File: src/rtl/line_buffer_sched.sv
// Line-buffer scheduler: rotates three line buffers, issues B/E reads and E write-backs.
// Optional input-sequence checker enabled by `define LINE_BUFFER_SCHED_SEQ_CHECK_EN.
module line_buffer_sched #(
    parameter int FRAME_WIDTH  = 240,
    parameter int FRAME_HEIGHT = 320,
    parameter int WB_LAG       = 3,
    parameter int RD_LAT       = 2
) (
    input  logic        clk_in,
    input  logic        rst_in,
    input  logic        pix_valid_in,
    input  logic [10:0] hcount_in,
    input  logic [9:0]  vcount_in,
    output logic        in_ready,
    output logic [1:0]  fill_sel,
    output logic [7:0]  rd_addr,
    output logic [7:0]  wb_addr,
    output logic        wb_en,
    output logic        a_valid,
    output logic [10:0] a_hcount,
    output logic [9:0]  a_vcount,
    output logic        frame_done,
    output logic        seq_err
);

    localparam logic [10:0] LAST_COL   = 11'(FRAME_WIDTH - 1);
    localparam logic [10:0] LAG        = 11'(WB_LAG);
    localparam logic [10:0] TAIL_START = 11'(FRAME_WIDTH - WB_LAG);
    localparam logic [7:0]  LAG_CNT    = 8'(WB_LAG);
    localparam logic [9:0]  LAST_ROW   = 10'(FRAME_HEIGHT - 1);
    localparam logic [9:0]  FLUSH_ROW0 = 10'(FRAME_HEIGHT - 2);
    localparam logic [9:0]  PRIME_ROW  = 10'd1;

    typedef enum logic [2:0] {IDLE, PRIME, RUN, FLUSH, DONE} state_t;

    state_t      state_q, state_d;
    logic [1:0]  fill_sel_q, fill_sel_d;
    logic [9:0]  row_q, row_d;
    logic [10:0] flush_col_q, flush_col_d;
    logic [1:0]  sweep_q, sweep_d;
    logic [1:0]  last_sel_q, last_sel_d;
    logic [7:0]  tail_left_q, tail_left_d;
    logic [10:0] tail_col_q, tail_col_d;
    logic [1:0]  tail_sel_q, tail_sel_d;

    logic        pipe_vld_q [RD_LAT];
    logic        pipe_vld_d [RD_LAT];
    logic [10:0] pipe_col_q [RD_LAT];
    logic [10:0] pipe_col_d [RD_LAT];
    logic [9:0]  pipe_row_q [RD_LAT];
    logic [9:0]  pipe_row_d [RD_LAT];
    logic [1:0]  pipe_sel_q [RD_LAT];
    logic [1:0]  pipe_sel_d [RD_LAT];

    logic        accept, start_px, line_end, run_issue, flush_issue, flush_sweep_end;
    logic        issue, tail_active, tail_load, main_wb, last_wb;
    logic [10:0] issue_col, wb_col;
    logic [9:0]  issue_row;
    logic [1:0]  a_sel, wb_sel;

    assign accept          = pix_valid_in & in_ready;
    assign start_px        = accept & (state_q == IDLE) & (hcount_in == 11'd0) & (vcount_in == 10'd0);
    assign line_end        = accept & ((state_q == PRIME) | (state_q == RUN)) & (hcount_in == LAST_COL);
    assign run_issue       = accept & (state_q == RUN);
    assign flush_issue     = (state_q == FLUSH) & (sweep_q != 2'd2);
    assign flush_sweep_end = flush_issue & (flush_col_q == LAST_COL);
    assign issue           = run_issue | flush_issue;
    assign issue_col       = flush_issue ? flush_col_q : hcount_in;
    assign issue_row       = flush_issue ? (sweep_q[0] ? LAST_ROW : FLUSH_ROW0)
                                         : (vcount_in - 10'd2);

    assign a_valid  = pipe_vld_q[RD_LAT-1];
    assign a_hcount = pipe_col_q[RD_LAT-1];
    assign a_vcount = pipe_row_q[RD_LAT-1];
    assign a_sel    = pipe_sel_q[RD_LAT-1];
    assign fill_sel = fill_sel_q;

    // Tail columns of a line have no later read to piggy-back on, so a
    // dedicated counter writes them back using the buffer index of their line.
    assign tail_active = (tail_left_q != 8'd0);
    assign tail_load   = a_valid & (a_hcount == LAST_COL) & (WB_LAG > 0);
    assign main_wb     = a_valid & (a_hcount >= LAG);

    always_comb begin
        wb_col = 11'd0;
        wb_sel = a_sel;
        if (tail_active) begin
            wb_col = tail_col_q;
            wb_sel = tail_sel_q;
        end else if (main_wb) begin
            wb_col = a_hcount - LAG;
        end
    end

    assign wb_en   = tail_active | main_wb;
    assign wb_addr = wb_col[7:0];
    assign rd_addr = flush_issue ? flush_col_q[7:0] : (run_issue ? hcount_in[7:0] : 8'd0);
    assign last_wb = (state_q == FLUSH) & (sweep_q == 2'd2) & wb_en &
                     (wb_col == LAST_COL) & (wb_sel == last_sel_q);

    always_ff @(posedge clk_in) begin
        if (rst_in) begin
            state_q <= IDLE;
        end else begin
            state_q <= state_d;
        end
    end

    always_comb begin
        state_d = state_q;
        case (state_q)
            IDLE:    if (start_px) state_d = PRIME;
            PRIME:   if (line_end && row_q == PRIME_ROW) state_d = RUN;
            RUN:     if (line_end && row_q == LAST_ROW) state_d = FLUSH;
            FLUSH:   if (last_wb) state_d = DONE;
            DONE:    state_d = IDLE;
            default: state_d = IDLE;
        endcase
    end

    always_comb begin
        in_ready   = 1'b0;
        frame_done = 1'b0;
        case (state_q)
            IDLE, PRIME, RUN: in_ready = 1'b1;
            DONE:             frame_done = 1'b1;
            default:          in_ready = 1'b0;
        endcase
    end

    always_comb begin
        fill_sel_d  = fill_sel_q;
        row_d       = row_q;
        flush_col_d = flush_col_q;
        sweep_d     = sweep_q;
        last_sel_d  = last_sel_q;
        tail_left_d = tail_left_q;
        tail_col_d  = tail_col_q;
        tail_sel_d  = tail_sel_q;

        if (line_end || flush_sweep_end) begin
            fill_sel_d = (fill_sel_q == 2'd2) ? 2'd0 : fill_sel_q + 2'd1;
        end

        if (start_px) begin
            row_d = 10'd0;
        end else if (line_end) begin
            row_d = row_q + 10'd1;
        end

        if (state_q != FLUSH) begin
            flush_col_d = 11'd0;
            sweep_d     = 2'd0;
        end else if (flush_issue) begin
            if (flush_sweep_end) begin
                flush_col_d = 11'd0;
                sweep_d     = sweep_q + 2'd1;
                if (sweep_q == 2'd1) last_sel_d = fill_sel_q;
            end else begin
                flush_col_d = flush_col_q + 11'd1;
            end
        end

        if (tail_load) begin
            tail_left_d = LAG_CNT;
            tail_col_d  = TAIL_START;
            tail_sel_d  = a_sel;
        end else if (tail_active) begin
            tail_left_d = tail_left_q - 8'd1;
            tail_col_d  = tail_col_q + 11'd1;
        end

        pipe_vld_d[0] = issue;
        pipe_col_d[0] = issue ? issue_col : 11'd0;
        pipe_row_d[0] = issue ? issue_row : 10'd0;
        pipe_sel_d[0] = fill_sel_q;
        for (int i = 1; i < RD_LAT; i++) begin
            pipe_vld_d[i] = pipe_vld_q[i-1];
            pipe_col_d[i] = pipe_col_q[i-1];
            pipe_row_d[i] = pipe_row_q[i-1];
            pipe_sel_d[i] = pipe_sel_q[i-1];
        end
    end

    always_ff @(posedge clk_in) begin
        if (rst_in) begin
            fill_sel_q  <= 2'd0;
            row_q       <= 10'd0;
            flush_col_q <= 11'd0;
            sweep_q     <= 2'd0;
            last_sel_q  <= 2'd0;
            tail_left_q <= 8'd0;
            tail_col_q  <= 11'd0;
            tail_sel_q  <= 2'd0;
            for (int i = 0; i < RD_LAT; i++) begin
                pipe_vld_q[i] <= 1'b0;
                pipe_col_q[i] <= 11'd0;
                pipe_row_q[i] <= 10'd0;
                pipe_sel_q[i] <= 2'd0;
            end
        end else begin
            fill_sel_q  <= fill_sel_d;
            row_q       <= row_d;
            flush_col_q <= flush_col_d;
            sweep_q     <= sweep_d;
            last_sel_q  <= last_sel_d;
            tail_left_q <= tail_left_d;
            tail_col_q  <= tail_col_d;
            tail_sel_q  <= tail_sel_d;
            for (int i = 0; i < RD_LAT; i++) begin
                pipe_vld_q[i] <= pipe_vld_d[i];
                pipe_col_q[i] <= pipe_col_d[i];
                pipe_row_q[i] <= pipe_row_d[i];
                pipe_sel_q[i] <= pipe_sel_d[i];
            end
        end
    end

`ifdef LINE_BUFFER_SCHED_SEQ_CHECK_EN
    logic [10:0] prev_col_q, prev_col_d;
    logic [9:0]  prev_row_q, prev_row_d;
    logic        seq_err_q, seq_err_d;
    logic        in_line, bad_col, bad_row, bad_rdy;
    logic [10:0] exp_col;

    assign in_line = accept & ((state_q == PRIME) | (state_q == RUN));
    assign exp_col = (prev_col_q == LAST_COL) ? 11'd0 : prev_col_q + 11'd1;
    assign bad_col = in_line & (hcount_in != exp_col);
    assign bad_row = in_line & (vcount_in != prev_row_q) & (prev_col_q != LAST_COL);
    assign bad_rdy = pix_valid_in & ~in_ready;

    always_comb begin
        prev_col_d = prev_col_q;
        prev_row_d = prev_row_q;
        seq_err_d  = seq_err_q | bad_col | bad_row | bad_rdy;
        if (start_px || in_line) begin
            prev_col_d = hcount_in;
            prev_row_d = vcount_in;
        end
    end

    always_ff @(posedge clk_in) begin
        if (rst_in) begin
            prev_col_q <= 11'd0;
            prev_row_q <= 10'd0;
            seq_err_q  <= 1'b0;
        end else begin
            prev_col_q <= prev_col_d;
            prev_row_q <= prev_row_d;
            seq_err_q  <= seq_err_d;
        end
    end

    assign seq_err = seq_err_q;
`else
    assign seq_err = 1'b0;
`endif

endmodule

File: config.mk
export PLATFORM = sky130hd
export DESIGN_NAME = line_buffer_sched
export DESIGN_NICKNAME = d
export VERILOG_FILES = /design/src/rtl/line_buffer_sched.sv
export SDC_FILE = /design/constraint.sdc
export NUM_CORES = 1
export LEC_CHECK = 0
export ABC_AREA = 0
export CAP_MARGIN = 25
export CORE_MARGIN = 2
export CORE_UTILIZATION = 54
export DETAILED_ROUTE_END_ITERATION = 12
export PLACE_DENSITY = 0.9
export SYNTH_ARGS = -nofsm -noshare
export SYNTH_HDL_FRONTEND = slang
export SYNTH_SLANG_ARGS = --single-unit
File: constraint.sdc
create_clock -name clk_in -period 3.5 [get_ports clk_in]
set_input_delay 1.05 -clock clk_in [delete_from_list [all_inputs] [get_ports clk_in]]
set_output_delay 1.05 -clock clk_in [all_outputs]
set_load 0.01 [all_outputs]
Word level (Yosys, flattened, before mapping)
Memories as Yosys holds them, arrays and structs flattened.
Cells that the tools add are included.
- register bits after elaboration: 51
- RAM bits: 48
- input port bits: 24
- output and inout port bits: 44
- word-level logic and storage cells: 120
- memories: 4
- memories (memory ; depth ; width ; rd ports ; clocked after Yosys merged registers in ; wr ports ; RTL line ; source):
    pipe_col_q ; 2 ; 11 ; 2 ; 0 ; 2 ; 48 ; logic [10:0] pipe_col_q [RD_LAT];
    pipe_row_q ; 2 ; 10 ; 2 ; 0 ; 2 ; 50 ; logic [9:0] pipe_row_q [RD_LAT];
    pipe_sel_q ; 2 ; 2 ; 2 ; 0 ; 2 ; 52 ; logic [1:0] pipe_sel_q [RD_LAT];
    pipe_vld_q ; 2 ; 1 ; 2 ; 0 ; 2 ; 46 ; logic pipe_vld_q [RD_LAT];
- $add $sub $neg: 8
- $lt $le $gt $ge: 1
- equality and inequality tests: 20
- mux-type cells: 34
- bitwise logic cells: 27
- reductions and logical operators: 15
- operator list (kind ; number):
    2-to-1 mux 11 bit ; 7
    equality test 11 x 8 -> 1 bit, second input constant ; 4
    2-to-1 mux 10 bit ; 4
    2-to-1 mux 8 bit ; 4
    adder 11 x 1 -> 11 bit, second input constant ; 2
    AND 1 bit ; 15
    2-to-1 mux 2 bit ; 6
    2-to-1 mux 3 bit ; 4
    one-hot mux 3 bit (4 select lines) ; 1
    greater-or-equal comparator 11 x 2 -> 1 bit, second input constant ; 1
    zero test 11 bit ; 1
    bitwise OR 1 bit ; 11
    subtractor 11 x 2 -> 11 bit, second input constant ; 1
    adder 10 x 1 -> 10 bit, second input constant ; 1
    equality test 10 x 1 -> 1 bit, second input constant ; 1
    equality test 10 x 9 -> 1 bit, second input constant ; 1
    zero test 10 bit ; 1
    subtractor 10 x 2 -> 10 bit, second input constant ; 1
    2-to-1 mux 1 bit ; 8
    AND reduction 4 bit ; 2
    nonzero test 8 bit ; 1
    subtractor 8 x 1 -> 8 bit, second input constant ; 1
    equality test 3 x 2 -> 1 bit, second input constant ; 2
    inequality test 2 bit, second input constant ; 3
    16 further kinds ; 22

Depth between registers and ports, before layout
Gate-level depths: netlist of the first run.
An unclocked memory read counts as a cell.
- depth after elaboration: 10
- gate-level depth with buffers: 10
- mapped depth without buffers: 9

Worst setup path before layout of the first run
OpenSTA, ideal clock, no wires.
- path kind: flip-flop to output port
- start point: register tail_left_q[0]
- end point: output port wb_addr[1]
- data arrival time: 2.043 ns
- setup slack: 0.407 ns
- stages on the path, launching flop included: 9
- path buffers: 3
- path through: dfxtp_1 > inv_1 > ha_1 > clkdlybuf4s15_2 > nor3b_1 > nand2_1 > clkbuf_1 > clkbuf_1 > o31ai_1
- cells in the longest elaborated chain, start to end: 2
- RTL lines (what ; RTL line ; source):
    from (decl) ; 42 ; logic [7:0] tail_left_q, tail_left_d;
    from (signal assigned) ; 207 ; tail_left_q <= tail_left_d;
    nonzero test 8 bit ; 80 ; assign tail_active = (tail_left_q != 8'd0);
    2-to-1 mux 11 bit ; 87 ; if (tail_active) begin
    to (decl) ; 17 ; output logic [7:0] wb_addr,
Every way passes these cells.

==> results_dict.tcl, run 1 <==
set metrics [dict create \
    ys_types 60 \
    final_common_cell "dfxtp_1" \
    rows 33 \
    die_area_um2 9080 \
    port-buffer-count 66 \
    viasPerCell 5.634 \
    required_ns 2.45 \
    insertion_delay_ns 0.38 \
    finClkSkew_ns 0.01947 \
    worstPathMaxFanout 6 \
    startpoint_type "flip-flop" \
    diodes 0 \
    avgSynthCellArea_um2 8.859 \
    p_sw_uw 876.6 \
    synth_edf_count 0 \
    holdPathStages 1 \
    p_leak_uw 0.002164 \
    holdCritPathClass "reg2reg" \
    drtPass1Iterations 5 \
    cap_viol_max_count 0 \
    cts_tree "done" \
    netlist_area_um2 4501 \
    grt_pass1_vias 3634 \
    mostFrequentLayoutCells "98 x dfxtp_1, 51 x nor2_1, 49 x clkdlybuf4s50_1" \
    ys.flop_type "dfxtp_1" \
    root_buffer "clkbuf_8" \
    outcome "finished clean" \
    drc 0 \
    clockBufferDepth 2 \
    pwr-share-clk_pct 27.7 \
    grt_max_degree 53 \
    switching_share_pct 32.76 \
    hold_violations 0 \
    fin_tns_setup_ns 0 \
    p_per_area_nw_per_um2 480.3 \
    ys_seq_area_share_pct 44.04 \
    clk_pin_slew_worst_paths_ns 0.10 \
    critPathCaptureType "primary output" \
    grt_overflow_total 0 \
    critPathArrivalTime_ns 2.40 \
    comb_power_share_pct 26.0 \
    fin_crit_sh_pct 98.52 \
    place.gp.congestion 0.8657 \
    power.total_uw 2676 \
    slew_headroom_pct 64.01 \
    vias 3899 \
    die_h_um 95.29 \
    syn_nets 541 \
    drive_gt1_share_pct 12.10 \
    grt_pass1_wl_um 16800 \
    synthArstFlopShare_pct 0 \
    ir_worst_vdd_v 0.0003019 \
    finish.utilization_pct 68.50 \
    worst_slew_pin_slew_ns 0.5399 \
    path_class "reg2out" \
    wire_per_inst_um 15.30 \
    slew_violations 0 \
    drt-initial-drc-count 193 \
    holdBufCountCts 0 \
    postPlaceCellArea_um2 5291 \
    dp_hpwl_um 7519 \
    setup_viol 0 \
    power.internal_uw 1799 \
    wirelength_um 10590 \
    synth-seq-cells 99 \
    worst-r2r-cell-count 11 \
    cts-htree-levels 3 \
    grt_usage_pct 23.67 \
    syn2layout_area_growth_pct 23.80 \
    final_area_um2 5572 \
    cts_buffers 9 \
    yosys_warnings 0 \
    final.min_clock_period_ns 3.448 \
    rsz0062_at_grt "no" \
    ios 68 \
    start_util_pct 55.33 \
    seqPwrFrac_pct 46.3 \
    fmax_ghz 0.2900 \
    drtAntennaViolNets 0 \
    grt_antenna_before_repair 0 \
    final_nets 615 \
    synthCells 508 \
    die_x_um 95.29 \
    clock-sinks 99 \
    core_um2 8134 \
]
-- through the flow --
step	instances	hold WS (ns)	worst slack, ns
after floorplan	508	0.4138	0.4067
after global placement	670	0.4188	-0.1587
after detailed placement	670	0.4212	-0.1808
after CTS	690	0.4552	-0.01048
after global routing	692	0.4617	0.005980
final	692	0.4502	0.05184
-- critical path: stages, from the launching register on --
cell and delay (ns):
dfxtp_1 0.32, or4_4 0.56, buf_4 0.18, o41ai_4 0.36, buf_6 0.17, buf_4 0.11, o31ai_1 0.06, dlygate4sd2_1 0.28
-- synth_stat cells (5+ instances only) --
| library cell | number | share of area (%) |
|---|---|---|
| a21oi_1 | 32 | 3.6 |
| a22o_1 | 7 | 1.4 |
| and3_1 | 9 | 1.3 |
| buf_4 | 5 | 0.83 |
| clkbuf_1 | 18 | 1.5 |
| dfxtp_1 | 99 | 44 |
| ha_1 | 9 | 2.5 |
| inv_1 | 15 | 1.3 |
| nand2_1 | 46 | 3.8 |
| nand3_1 | 17 | 1.9 |
| nand4_1 | 10 | 1.4 |
| nor2_1 | 52 | 4.3 |
| nor2b_1 | 33 | 4.6 |
| nor3_1 | 16 | 1.8 |
| nor3b_1 | 5 | 0.83 |
| nor4_1 | 7 | 0.97 |
| o21ai_0 | 7 | 0.78 |
| o31ai_1 | 7 | 1.2 |
| or3_1 | 9 | 1.3 |
| xnor2_1 | 19 | 3.7 |
| xor2_1 | 26 | 5.1 |
-- power by group through the flow --
stage | registers [µW] | clock network (µW) | logic [µW]
floorplan | 1250 | 0 | 439
global placement | 1250 | 0 | 636
detailed placement | 1260 | 0 | 663
CTS | 1240 | 753 | 682
global route | 1250 | 796 | 763
finish | 1240 | 740 | 696
-- logic make-up (layout without fill, tap and decap cells) --
kind of cell / count (synthesis) / after routing / synth area share, %
buf+inv: 43 / 122 / 4.559
other cells: 1 / 1 / 0.08332
mux: 4 / 4 / 0.8897
xor+xnor: 45 / 45 / 8.757
fa+ha+maj: 9 / 9 / 2.502
simple gates: 234 / 234 / 27.66
flops: 99 / 99 / 44.04
compound gates: 73 / 73 / 11.51
-- cell type report --
class,count,area [µm²]
Inverter,15,56.30
Fill cell,613,2562
Multi-Input combinational cell,366,2369
Clock inverter,7,81.33
Clock buffer,9,123.9
Sequential cell,99,1986
Tap cell,105,131.4
Timing Repair Buffer,91,824.5
-- layer usage --
metal,vias up,wire (µm),track usage [%]
li1,1901,-,-
met4,0,169,9.662
met3,16,670,4.506
met5,-,0,0
met1,1833,4532,29.48
met2,149,5217,40.14
-- state kept, by name (all words and copies together), names as in the netlist --
name / count
fill_sel: 2
flush_col_q: 11
last_sel_q: 2
pipe_col_q: 22
pipe_row_q: 20
pipe_sel_q: 4
pipe_vld_q: 2
row_q: 10
state_q: 3
sweep_q: 2
tail_col_q: 11
tail_left_q: 8
tail_sel_q: 2
-- path summary, 6_finish.rpt --
| check | slack (ns) | end | start |
|---|---|---|---|
| min | 0.45 | pipe_col_q[0][16] | pipe_col_q[0][5] |
| min reg2reg | 0.45 | pipe_col_q[0][16] | pipe_col_q[0][5] |
| max | 0.05 | wb_addr[3] | pipe_col_q[0][14] |
| max reg2reg | 0.76 | state_q[0] | tail_left_q[0] |
-- repair_timing --
action                     4_1_cts  5_1_grt
resized for setup               32        6
buffers inserted                 4        2
hold endpoints to repair         0        0
setup endpoints to repair       17        7
pin swaps                        1        1
Note: power is estimated with default switching activity, not from simulation.
==> run 2: changes to the inputs <==
REMOVE_ABC_BUFFERS = 1   (was not set)
==> run 2 against run 1 <==
Against the previous run:
- critical path depth shrank 3
- clock-buffer cell count increased by 4
- clock skew shrank 0.0076 ns
- worst setup slack improved by 0.078 ns
- register-to-register slack better by 0.11 ns
- wire length grew 3.8%
- utilization hardly changed
- non-clock buffer count increased by 3
- hold slack got worse by 0.020 ns
- first-iteration DRC count fell by 11%
- highest routed layer unchanged
==> results_dict.tcl, run 2 (synthesis results as in run 1) <==
set metrics [dict create \
    outcome "finished clean" \
    holdBufCountCts 0 \
    reg.largest.list "pipe_col_q (22), pipe_row_q (20)" \
    cap_viol_max_count 0 \
    crit_path_top_delay_cell "or4b_4" \
    worstHoldStart "pipe_col_q[0][4]" \
    fmax_ghz 0.2967 \
    viasPerCell 5.591 \
    worst_slew_pin_slew_ns 0.5751 \
    p_leak_uw 0.002195 \
    insertion_delay_ns 0.37 \
    cts_buffers 9 \
    place.gp.congestion 0.8762 \
    drtAntennaViolNets 0 \
    finish.utilization_pct 68.54 \
    holdPathStages 1 \
    die_area_um2 9080 \
    placed_cells 673 \
    rows 33 \
    power.total_uw 2673 \
    grt_usage_pct 25.05 \
    multi_input_area_um2 2338 \
    grt_pass1_wl_um 17660 \
    slew_violations 0 \
    grt_antenna_before_repair 0 \
    ir_worst_vdd_v 0.0002511 \
    rsz0062_at_grt "no" \
    root_buffer "clkbuf_8" \
    setup_viol 0 \
    ios 68 \
    reg2reg_from "pipe_col_q[0][14]" \
    fin_crit_sh_pct 96.28 \
    mostFrequentLayoutCells "98 x dfxtp_1, 52 x nor2_1, 48 x clkdlybuf4s50_1" \
    critPathArrivalTime_ns 2.32 \
    final_nets 618 \
    fin_cells 695 \
    cts-htree-levels 3 \
    diodes 0 \
    r2r-end "state_q[0]" \
    die_h_um 95.29 \
    die_x_um 95.29 \
    clk_pin_slew_worst_paths_ns 0.09 \
    path_buf_inv 1 \
    dp_hpwl_um 7751 \
    fillerInstances 606 \
    port-buffer-count 66 \
    worst_slack_ns 0.1300 \
    final.min_clock_period_ns 3.370 \
    grt_pass1_vias 3749 \
    path_class "reg2out" \
    grt_max_degree 29 \
    drive_gt1_share_pct 11.36 \
    syn2layout_area_growth_pct 23.88 \
    hold_violations 0 \
    min_to "pipe_col_q[0][15]" \
    wire_per_inst_um 15.82 \
    largest_reg_flops 22 \
    r2r_setup_slack_ns 0.87 \
    required_ns 2.45 \
    seqCellArea_um2 1983 \
    max_stage_delay_ns 0.57 \
    drt-initial-drc-count 171 \
    vias 3886 \
    finClkSkew_ns 0.01192 \
    regMostFlops "pipe_col_q" \
    cts_tree "done" \
    grt_overflow_total 0 \
    clockBufferDepth 2 \
    cp_top_family "simple AND/OR/NAND/NOR gates" \
    critPathCaptureType "primary output" \
    core_um2 8134 \
    crit_chain "or4_1, or4b_4, o31ai_4, clkbuf_2" \
    p_per_area_nw_per_um2 479.5 \
    slew_headroom_pct 61.66 \
    worst-r2r-cell-count 8 \
    holdCritPathClass "reg2reg" \
    drtPass1Iterations 5 \
    drc 0 \
    dp_slack_ns -0.1722 \
    worstPathMaxFanout 5 \
    start_util_pct 55.33 \
    clock-sinks 99 \
    final_common_cell "dfxtp_1" \
    startpoint_type "flip-flop" \
    wirelength_um 11000 \
]
## run 2: changes by cell type in the layout (fill, tap and decap cells not counted), sizes merged
cell	before	now
clkdlybuf4s15	1	0
dlygate4sd2	14	16
clkdlybuf4s50	49	48
buf	25	29
bufinv	0	1
clkbuf	11	14
inv	20	15
## run 2: where the power goes
group / switching [µW] / total [µW] / leakage, µW / internal (µW)
Sequential: 58.5 / 1240 / 0.000800 / 1180
Combinational: 358 / 691 / 0.00130 / 334
Clock: 392 / 746 / 0.0000978 / 354
## run 2: worst max path at each step
| stage | from | slack (ns) | depth (start not counted) | endpoint |
|---|---|---|---|---|
| final | tail_left_q[2] | 0.13 | 4 | wb_addr[5] |
| after global routing | tail_left_q[0] | 0.05 | 8 | wb_addr[4] |
| after CTS | pipe_col_q[0][13] | 0.01 | 7 | wb_addr[5] |
| after detailed placement | pix_valid_in | -0.17 | 4 | rd_addr[5] |
| after global placement | pix_valid_in | -0.11 | 4 | rd_addr[3] |
| after floorplan | sweep_q[0] | 0.38 | 5 | rd_addr[4] |
## run 2: timing repair
action	CTS	global route
gates resized for setup	25	2
setup endpoints to repair	17	4
buffers inserted	3	2
pin swaps	1	2
## run 2: per-stage QoR
stage	instance area, µm²	hold slack (ns)	TNS, ns
after floorplan	4352	0.4138	0
after global placement	5321	0.4200	-0.8503
after detailed placement	5321	0.4212	-1.253
after CTS	5540	0.4291	0
after global routing	5575	0.4425	0
final	5575	0.4303	0
## run 2: routing by layer
metal,GRT usage [%],part of all wire (%),vias to the layer above
met5,0,0,-
met4,8.575,2.1,0
met3,5.375,6.1,25
met2,43.78,51,128
met1,30.43,41,1825
li1,-,-,1908
## run 2: final cells by class
cell class | instances | area share (%)
clock buffer | 13 | 2.671
clock inverter | 3 | 0.8528
inverter | 15 | 1.010
multi-input combinational | 366 | 41.94
sequential | 99 | 35.57
tap | 105 | 2.356
timing repair buffer | 94 | 15.60
==> run 3: changes to the inputs <==
clock period = 3.7 ns   (was 3.5 ns; I/O delays follow)
==> run 3 against run 2 <==
Against the previous run:
- via count fell by 0.33%
- flip-flop and latch count did not move
- cell count fell by 1.3%
- critical path depth did not move
- non-clock buffer count fell by 9
- critical path type is now in2out
==> results_dict.tcl, run 3 (synthesis results as in run 1) <==
set metrics [dict create \
    ios 68 \
    clk_pin_slew_worst_paths_ns 0.10 \
    final.min_clock_period_ns 3.601 \
    grt_pass1_vias 3719 \
    grt_usage_pct 24.45 \
    syn2layout_area_growth_pct 23.85 \
    p_per_area_nw_per_um2 460.0 \
    viasPerCell 5.646 \
    reg.largest.list "pipe_col_q (22), pipe_row_q (20)" \
    vias 3873 \
    cts_buffers 9 \
    grt_max_degree 38 \
    drt-initial-drc-count 180 \
    largest_reg_flops 22 \
    fin_crit_sh_pct 97.33 \
    die_area_um2 9080 \
    drtAntennaViolNets 0 \
    drc 0 \
    seqCellArea_um2 1983 \
    clockBufferDepth 2 \
    p_leak_uw 0.002290 \
    grt_overflow_total 0 \
    wirelength_um 10880 \
    port-buffer-count 66 \
    worst_slew_pin_slew_ns 1.049 \
    cts_tree "done" \
    clock-sinks 99 \
    die_x_um 95.29 \
    fillerInstances 610 \
    core_um2 8134 \
    slew_headroom_pct 29.92 \
    hold_violations 0 \
    critPathArrivalTime_ns 2.49 \
    fmax_ghz 0.2777 \
    holdBufCountCts 0 \
    final_common_cell "dfxtp_1" \
    setup_viol 0 \
    drive_gt1_share_pct 10.33 \
    cap_viol_max_count 0 \
    diodes 0 \
    path_class "in2out" \
    multi_input_area_um2 2366 \
    holdCritPathClass "reg2reg" \
    finClkSkew_ns 0.01038 \
    startpoint_type "input port" \
    slew_violations 0 \
    rows 33 \
    die_h_um 95.29 \
    placed_cells 666 \
    ir_worst_vdd_v 0.0002115 \
    cts-htree-levels 3 \
    regMostFlops "pipe_col_q" \
    fin_cells 686 \
    final_nets 609 \
    wire_per_inst_um 15.86 \
    start_util_pct 55.33 \
    required_ns 2.59 \
    worstPathMaxFanout 3 \
    outcome "finished clean" \
    fin_hold_ws_ns 0.4306 \
    dp_hpwl_um 7525 \
    insertion_delay_ns 0.36 \
    mostFrequentLayoutCells "98 x dfxtp_1, 52 x nor2_1, 52 x clkdlybuf4s50_1" \
    root_buffer "clkbuf_8" \
    place.gp.congestion 0.8874 \
    drtPass1Iterations 5 \
    critPathCaptureType "primary output" \
    grt_pass1_wl_um 17290 \
    grt_antenna_before_repair 0 \
]
[run 3: cell types whose count changed in the layout (fill, tap and decap cells not counted), sizes merged]
cell | previous run | this run
clkinvlp | 0 | 2
clkbuf | 14 | 12
clkdlybuf4s50 | 48 | 52
dlymetal6s2s | 0 | 12
buf | 29 | 20
dlygate4sd2 | 16 | 1
clkinv | 2 | 0
bufinv | 1 | 2
[run 3: routing by layer]
layer,vias to the layer above,routed length [µm],global-route usage [%]
met5,-,0,0
met4,0,184,8.213
met3,17,722,5.375
met2,152,5527,43.25
met1,1817,4449,29.25
li1,1887,-,-
[run 3: final timing paths]
path / startpoint / endpoint / slack (ns) / cells past startpoint
min reg2reg: pipe_sel_q[0][1] / pipe_sel_q[0][3] / 0.43 / 1
max: pix_valid_in / rd_addr[1] / 0.1 / 4
max reg2reg: tail_left_q[0] / state_q[0] / 1.09 / 9
min: pipe_sel_q[0][1] / pipe_sel_q[0][3] / 0.43 / 1
[run 3: repair_timing]
action,4_1_cts,5_1_grt
setup buffers,1,3
setup endpoints to repair,16,15
pin swaps,1,0
resized for setup,9,16
[run 3: metrics by stage]
| step | total power [µW] | setup slack [ns] | utilization (%) | setup TNS [ns] | cell area (µm²) |
|---|---|---|---|---|---|
| detailed placement | 1812 | -0.09729 | 64.62 | -0.6382 | 5256 |
| global route | 2689 | -0.01112 | 68.53 | -0.01412 | 5574 |
| global placement | 1782 | -0.02424 | 64.62 | -0.1758 | 5256 |
| CTS | 2552 | 0.03323 | 67.59 | 0 | 5498 |
| finish | 2564 | 0.09891 | 68.53 | 0 | 5574 |
| floorplan | 1561 | 0.5181 | - | 0 | 4352 |
[run 3: area by class of cell]
cell class / count / share of cell area [%]
Timing Repair Buffer: 85 / 14.84
Inverter: 15 / 1.010
Clock buffer: 12 / 2.424
Tap cell: 105 / 2.357
Sequential cell: 99 / 35.58
Clock inverter: 4 / 1.347
Multi-Input combinational cell: 366 / 42.45
[run 3: where the power goes]
part,internal (µW),switching (µW)
logic,311,340
registers,1110,57.0
clock network,382,360
total,1810,757
[run 3: worst max-delay path, stage by stage]
cell and delay (ns):
clkdlybuf4s50_1 0.50, and3_4 0.21, a22o_1 0.14, clkdlybuf4s50_1 0.54
==> variant 1, RTL diff (config.mk and constraints of run 2) <==
The option `LINE_BUFFER_SCHED_SEQ_CHECK_EN` is turned on by a define.
--- a/src/rtl/line_buffer_sched.sv
+++ b/src/rtl/line_buffer_sched.sv
@@ -1,5 +1,7 @@
 // Line-buffer scheduler: rotates three line buffers, issues B/E reads and E write-backs.
 // Optional input-sequence checker enabled by `define LINE_BUFFER_SCHED_SEQ_CHECK_EN.
+`define LINE_BUFFER_SCHED_SEQ_CHECK_EN
+
 module line_buffer_sched #(
     parameter int FRAME_WIDTH  = 240,
     parameter int FRAME_HEIGHT = 320,
Check against the original RTL: not equivalent (a bounded check fails within 4 cycles, from zero or initial values and one cycle with rst_in high).
==> variant 1 against run 2 <==
Sequential power up 21%. Global-route usage rose by 4.4 points. Sequential cell count rose by 22. Worst setup slack got worse by 71 ps. Hold slack gained 4.4 ps. Synthesized area is 27% higher. Power is 52% higher. Cell area rose by 32%. Final cell count is 32% higher. Maximum frequency decreased by 2.1%. Non-clock buffer count rose by 15. Routed wire length is 50% higher. Largest cell class unchanged. Highest routed layer unchanged.
==> variant 1: results (changes against run 2) <==
[status]
outcome=complete, no violations  ; unchanged

[pwr]
swShare_pct=27.9  ; was 30.2%
p_leak_nw=2.87  ; was 2.19 nW
max-vdd-ir-drop_mv=0.387  ; was 0.251 mV

[layout]
fin_cells=919  ; was 695
fill_cells=702  ; was 606
seq_area_mm2=0.00243  ; was 0.00198 mm²
nets=804  ; was 618
drive_above_1_share_pct=13.7  ; was 11.4%

[critical_path]
rr_endpoint=fill_sel[1]$_SDFFE_PP0P_  ; was state_q[0]$_SDFFE_PP0P_
rr_worst_depth=7  ; was 8
rrSetupSlack_ps=720  ; was 870 ps
critPathArrivalTime_ps=2390  ; was 2320 ps
slowest_delay_ps=410  ; was 570 ps
worstSetupStartpoint=tail_left_q[0]$_SDFFE_PP0P_  ; was tail_left_q[2]$_SDFFE_PP0P_
crit_end=wb_addr[3]  ; was wb_addr[5]

[clocking]
cts_buffers=17  ; was 9
cts.clk_slew.worst_paths_ps=60  ; was 90 ps
htree_levels=4  ; was 3
clock_latency_ps=530  ; was 370 ps

[placed_design]
dp_hpwl_um=10800  ; was 7750 µm
place_ws_ps=-135  ; was -172 ps
placed_cells=876  ; was 673
io_buffer_count=67  ; was 66
placed_area_mm2=0.00665  ; was 0.00532 mm²

[timing]
fin_skew_ps=7.95  ; was 11.9 ps
fin_ws_ps=59.4  ; was 130 ps
whs_ps=435  ; was 430 ps
slew_headroom_pct=44.9  ; was 61.7%

[min_path]
holdPathEnd=pipe_sel_q[0][2]$_SDFF_PP0_  ; was pipe_col_q[0][15]$_SDFF_PP0_

[logic_synthesis]
syn_inst=674  ; was 508
seq_area_frac_synth_pct=42.5  ; was 44.0%
yosysUniqueCellTypes=53  ; was 60
synthTopCellsByCount=121 x dfxtp_1, 90 x nand2_1, 73 x nor2_1  ; was 99 x dfxtp_1, 52 x nor2_1, 46 x nand2_1
synth_area_leaders=dfxtp_1 43%, nand2_1 5.9%, xor2_1 5.1%, nor2_1 4.8%, xnor2_1 4.6%  ; was dfxtp_1 44%, xor2_1 5.1%, nor2b_1 4.6%, nor2_1 4.3%, nand2_1 3.8%

[global_routing]
grt_pass1_wl_um=26300  ; was 17,700 µm
grt_max_degree=51  ; was 29
globalRouteTotalUtil_pct=29.5  ; was 25.1%

[drt]
routed_via_density=5.95  ; was 5.59
wl_per_cell_um=18.0  ; was 15.8 µm

==> variant 1: final cells by class <==
type | count | share of cell area, %
sequential | 121 | 33.0
clock buffer | 18 | 5.80
multi-input combinational | 504 | 42.4
inverter | 17 | 0.865
tap | 136 | 2.31
clock inverter | 14 | 2.51
timing repair buffer | 109 | 13.2
==> variant 1: metrics by stage <==
step                utilization (%)  total power, W
CTS                            71.5         0.00401
global placement               64.7         0.00207
global route                   71.7         0.00418
detailed placement             64.7         0.00211
floorplan                         -         0.00187
finish                         71.7         0.00405
==> variant 1: power groups by stage <==
| stage | sequential [W] | clock (W) | combinational, W |
|---|---|---|---|
| 2_1_floorplan | 0.00151 | 0 | 0.000359 |
| 3_3_place_gp | 0.00152 | 0 | 0.000553 |
| 3_5_place_dp | 0.00152 | 0 | 0.000585 |
| 4_1_cts | 0.00150 | 0.00181 | 0.000700 |
| 5_1_grt | 0.00151 | 0.00187 | 0.000801 |
| 6_report | 0.00150 | 0.00181 | 0.000742 |
==> variant 1: cells by family after synthesis <==
group | after synthesis | synth area share (%)
and+or+nand+nor | 309 | 27.5
DFF | 121 | 42.5
xor gates and xnor gates | 63 | 9.69
muxes | 23 | 4.04
adders and majority gates | 11 | 2.37
buffers and inverters | 50 | 3.62
AOI/OAI and AO/OA | 97 | 10.3
==> variant 1: metal layers <==
layer / wire length (µm) / vias up / part of all wire, % / track usage, %
met2: 8480 / 317 / 51 / 52.9
met4: 523 / 0 / 3.2 / 13.5
met1: 6310 / 2575 / 38 / 33.6
met5: 0 / - / 0 / 0
li1: - / 2512 / - / -
met3: 1220 / 60 / 7.4 / 5.96
==> variant 1: repair_timing <==
action	4_1_cts	5_1_grt
endpoints found under the setup margin	17	10
setup buffers	9	1
pin swaps	7	5
gates resized for setup	41	18
gates cloned	1	0
==> variant 2, RTL diff (settings of run 2) <==
Made on the original files. Put a register stage on the output `a_vcount`. The value now appears one clock later. The other outputs are not delayed to match.
--- a/src/rtl/line_buffer_sched.sv
+++ b/src/rtl/line_buffer_sched.sv
@@ -71,7 +71,9 @@
 
     assign a_valid  = pipe_vld_q[RD_LAT-1];
     assign a_hcount = pipe_col_q[RD_LAT-1];
-    assign a_vcount = pipe_row_q[RD_LAT-1];
+    always_ff @(posedge clk_in) begin
+        a_vcount <= pipe_row_q[RD_LAT-1];
+    end
     assign a_sel    = pipe_sel_q[RD_LAT-1];
     assign fill_sel = fill_sel_q;
 
Behaviour: not the same (Yosys sat finds a counterexample within 10 cycles, from zero or initial values and one cycle with rst_in high).
==> variant 2 against run 2 <==
Synthesized area increased by 3.0%. Power up 6.2%. Global-route usage increased by 0.25 points. Hold slack worse by 91 ps. Cell area is 3.6% higher. Sequential cell count rose by 10. Routed wire length grew 6.2%. Worst setup slack worse by 42 ps. Critical path type unchanged. Critical endpoint is now wb_addr[6].
==> variant 2: results (changes against run 2) <==
[placed_design]
routabilityCongestion=0.911  ; was 0.876
placed_cells=667  ; was 673

[global_routing]
grt_pass1_vias=3970  ; was 3,749
antenna_found_initial=0  ; unchanged
grt_pass1_wl_um=19400  ; was 17,700 µm
grt_max_degree=45  ; was 29

[drt]
wl_per_cell_um=16.9  ; was 15.8 µm
drt_iter0_markers=241  ; was 171
routed_via_density=5.86  ; was 5.59
num_vias=4038  ; was 3,886

[timing]
fin_skew_ps=15.4  ; was 11.9 ps
worstMarginPinSlew_ps=592  ; was 575 ps
fin_ws_ps=88.3  ; was 130 ps
whs_ps=339  ; was 430 ps

[logic_synthesis]
syn_inst=498  ; was 508
synth_area_leaders=dfxtp_1 47%, xor2_1 4.7%, xnor2_1 4.5%, nor2b_1 3.8%, a21oi_1 3.3%  ; was dfxtp_1 44%, xor2_1 5.1%, nor2b_1 4.6%, nor2_1 4.3%, nand2_1 3.8%
synthTopCellsByCount=109 x dfxtp_1, 41 x nand2_1, 40 x nor2_1  ; was 99 x dfxtp_1, 52 x nor2_1, 46 x nand2_1
seq_area_frac_synth_pct=47.1  ; was 44.0%

[critical_path]
rrSetupSlack_ps=710  ; was 870 ps
crit_family=simple AND/OR/NAND/NOR gates  ; unchanged
crit_fanout=7  ; was 5
critPathSlowestCell=or3b_4  ; was or4b_4
slowest_delay_ps=400  ; was 570 ps
critPathArrivalTime_ps=2360  ; was 2320 ps

[layout]
drive_above_1_share_pct=11.8  ; was 11.4%
nets=612  ; was 618

[pwr]
p_leak_nw=2.25  ; was 2.19 nW

[status]
outcome=complete, no violations  ; unchanged

==> variant 2: cell families (layout without fill, tap and decap cells) <==
family                     after synthesis  in the layout  share of synthesized area, %
AOI/OAI and AO/OA                       74             74                          11.0
xor gates and xnor gates                49             49                          9.26
adders and majority gates                9              9                          2.43
buffers and inverters                   35            120                          3.29
DFF                                    109            109                          47.1
muxes                                    6              6                          1.32
other                                    1              1                        0.0809
and+or+nand+nor                        215            216                          25.5
==> variant 2: cell type report <==
type / count / area [µm²]
multi-input combinational: 355 / 2360
clock buffer: 9 / 124
clock inverter: 7 / 86.3
sequential: 109 / 2190
tap: 105 / 131
timing repair buffer: 92 / 842
fill: 599 / 2480
inverter: 12 / 45.0
==> variant 2: timing repair <==
action,4_1_cts,5_1_grt
pin swaps,3,3
resized for setup,28,5
setup endpoints to repair,17,6
buffers inserted,4,1
gates cloned,1,0
==> variant 2: power groups by stage <==
| stage | clock network (W) | logic (W) | registers [W] |
|---|---|---|---|
| floorplan | 0 | 0.000394 | 0.00137 |
| global placement | 0 | 0.000602 | 0.00138 |
| detailed placement | 0 | 0.000632 | 0.00139 |
| CTS | 0.000771 | 0.000668 | 0.00136 |
| global route | 0.000828 | 0.000766 | 0.00138 |
| finish | 0.000758 | 0.000709 | 0.00137 |
==> variant 2: stage by stage <==
stage / util [%] / cell area, µm²
detailed placement: 66.4 / 5480
finish: 70.0 / 5780
global route: 70.0 / 5780
CTS: 69.7 / 5750
floorplan: - / 4530
global placement: 66.4 / 5480
==> variant 2: metal layers <==
metal / vias up / track usage [%] / share of wire, %
li1: 1888 / - / -
met1: 1903 / 32.2 / 40
met2: 217 / 42.3 / 49
met3: 30 / 4.91 / 8.1
met4: 0 / 9.97 / 2.6
met5: - / 0 / 0
==> variant 2: worst paths after layout <==
check	start	end	cells past startpoint
setup / recovery	tail_left_q[1]$_SDFFE_PP0P_	wb_addr[6]	9
hold / removal	pipe_row_q[1][9]$_SDFF_PP0_	a_vcount[9]$_DFF_P_	0
setup reg to reg	tail_left_q[1]$_SDFFE_PP0P_	state_q[2]$_SDFFE_PP0P_	10
hold reg to reg	pipe_row_q[1][9]$_SDFF_PP0_	a_vcount[9]$_DFF_P_	0
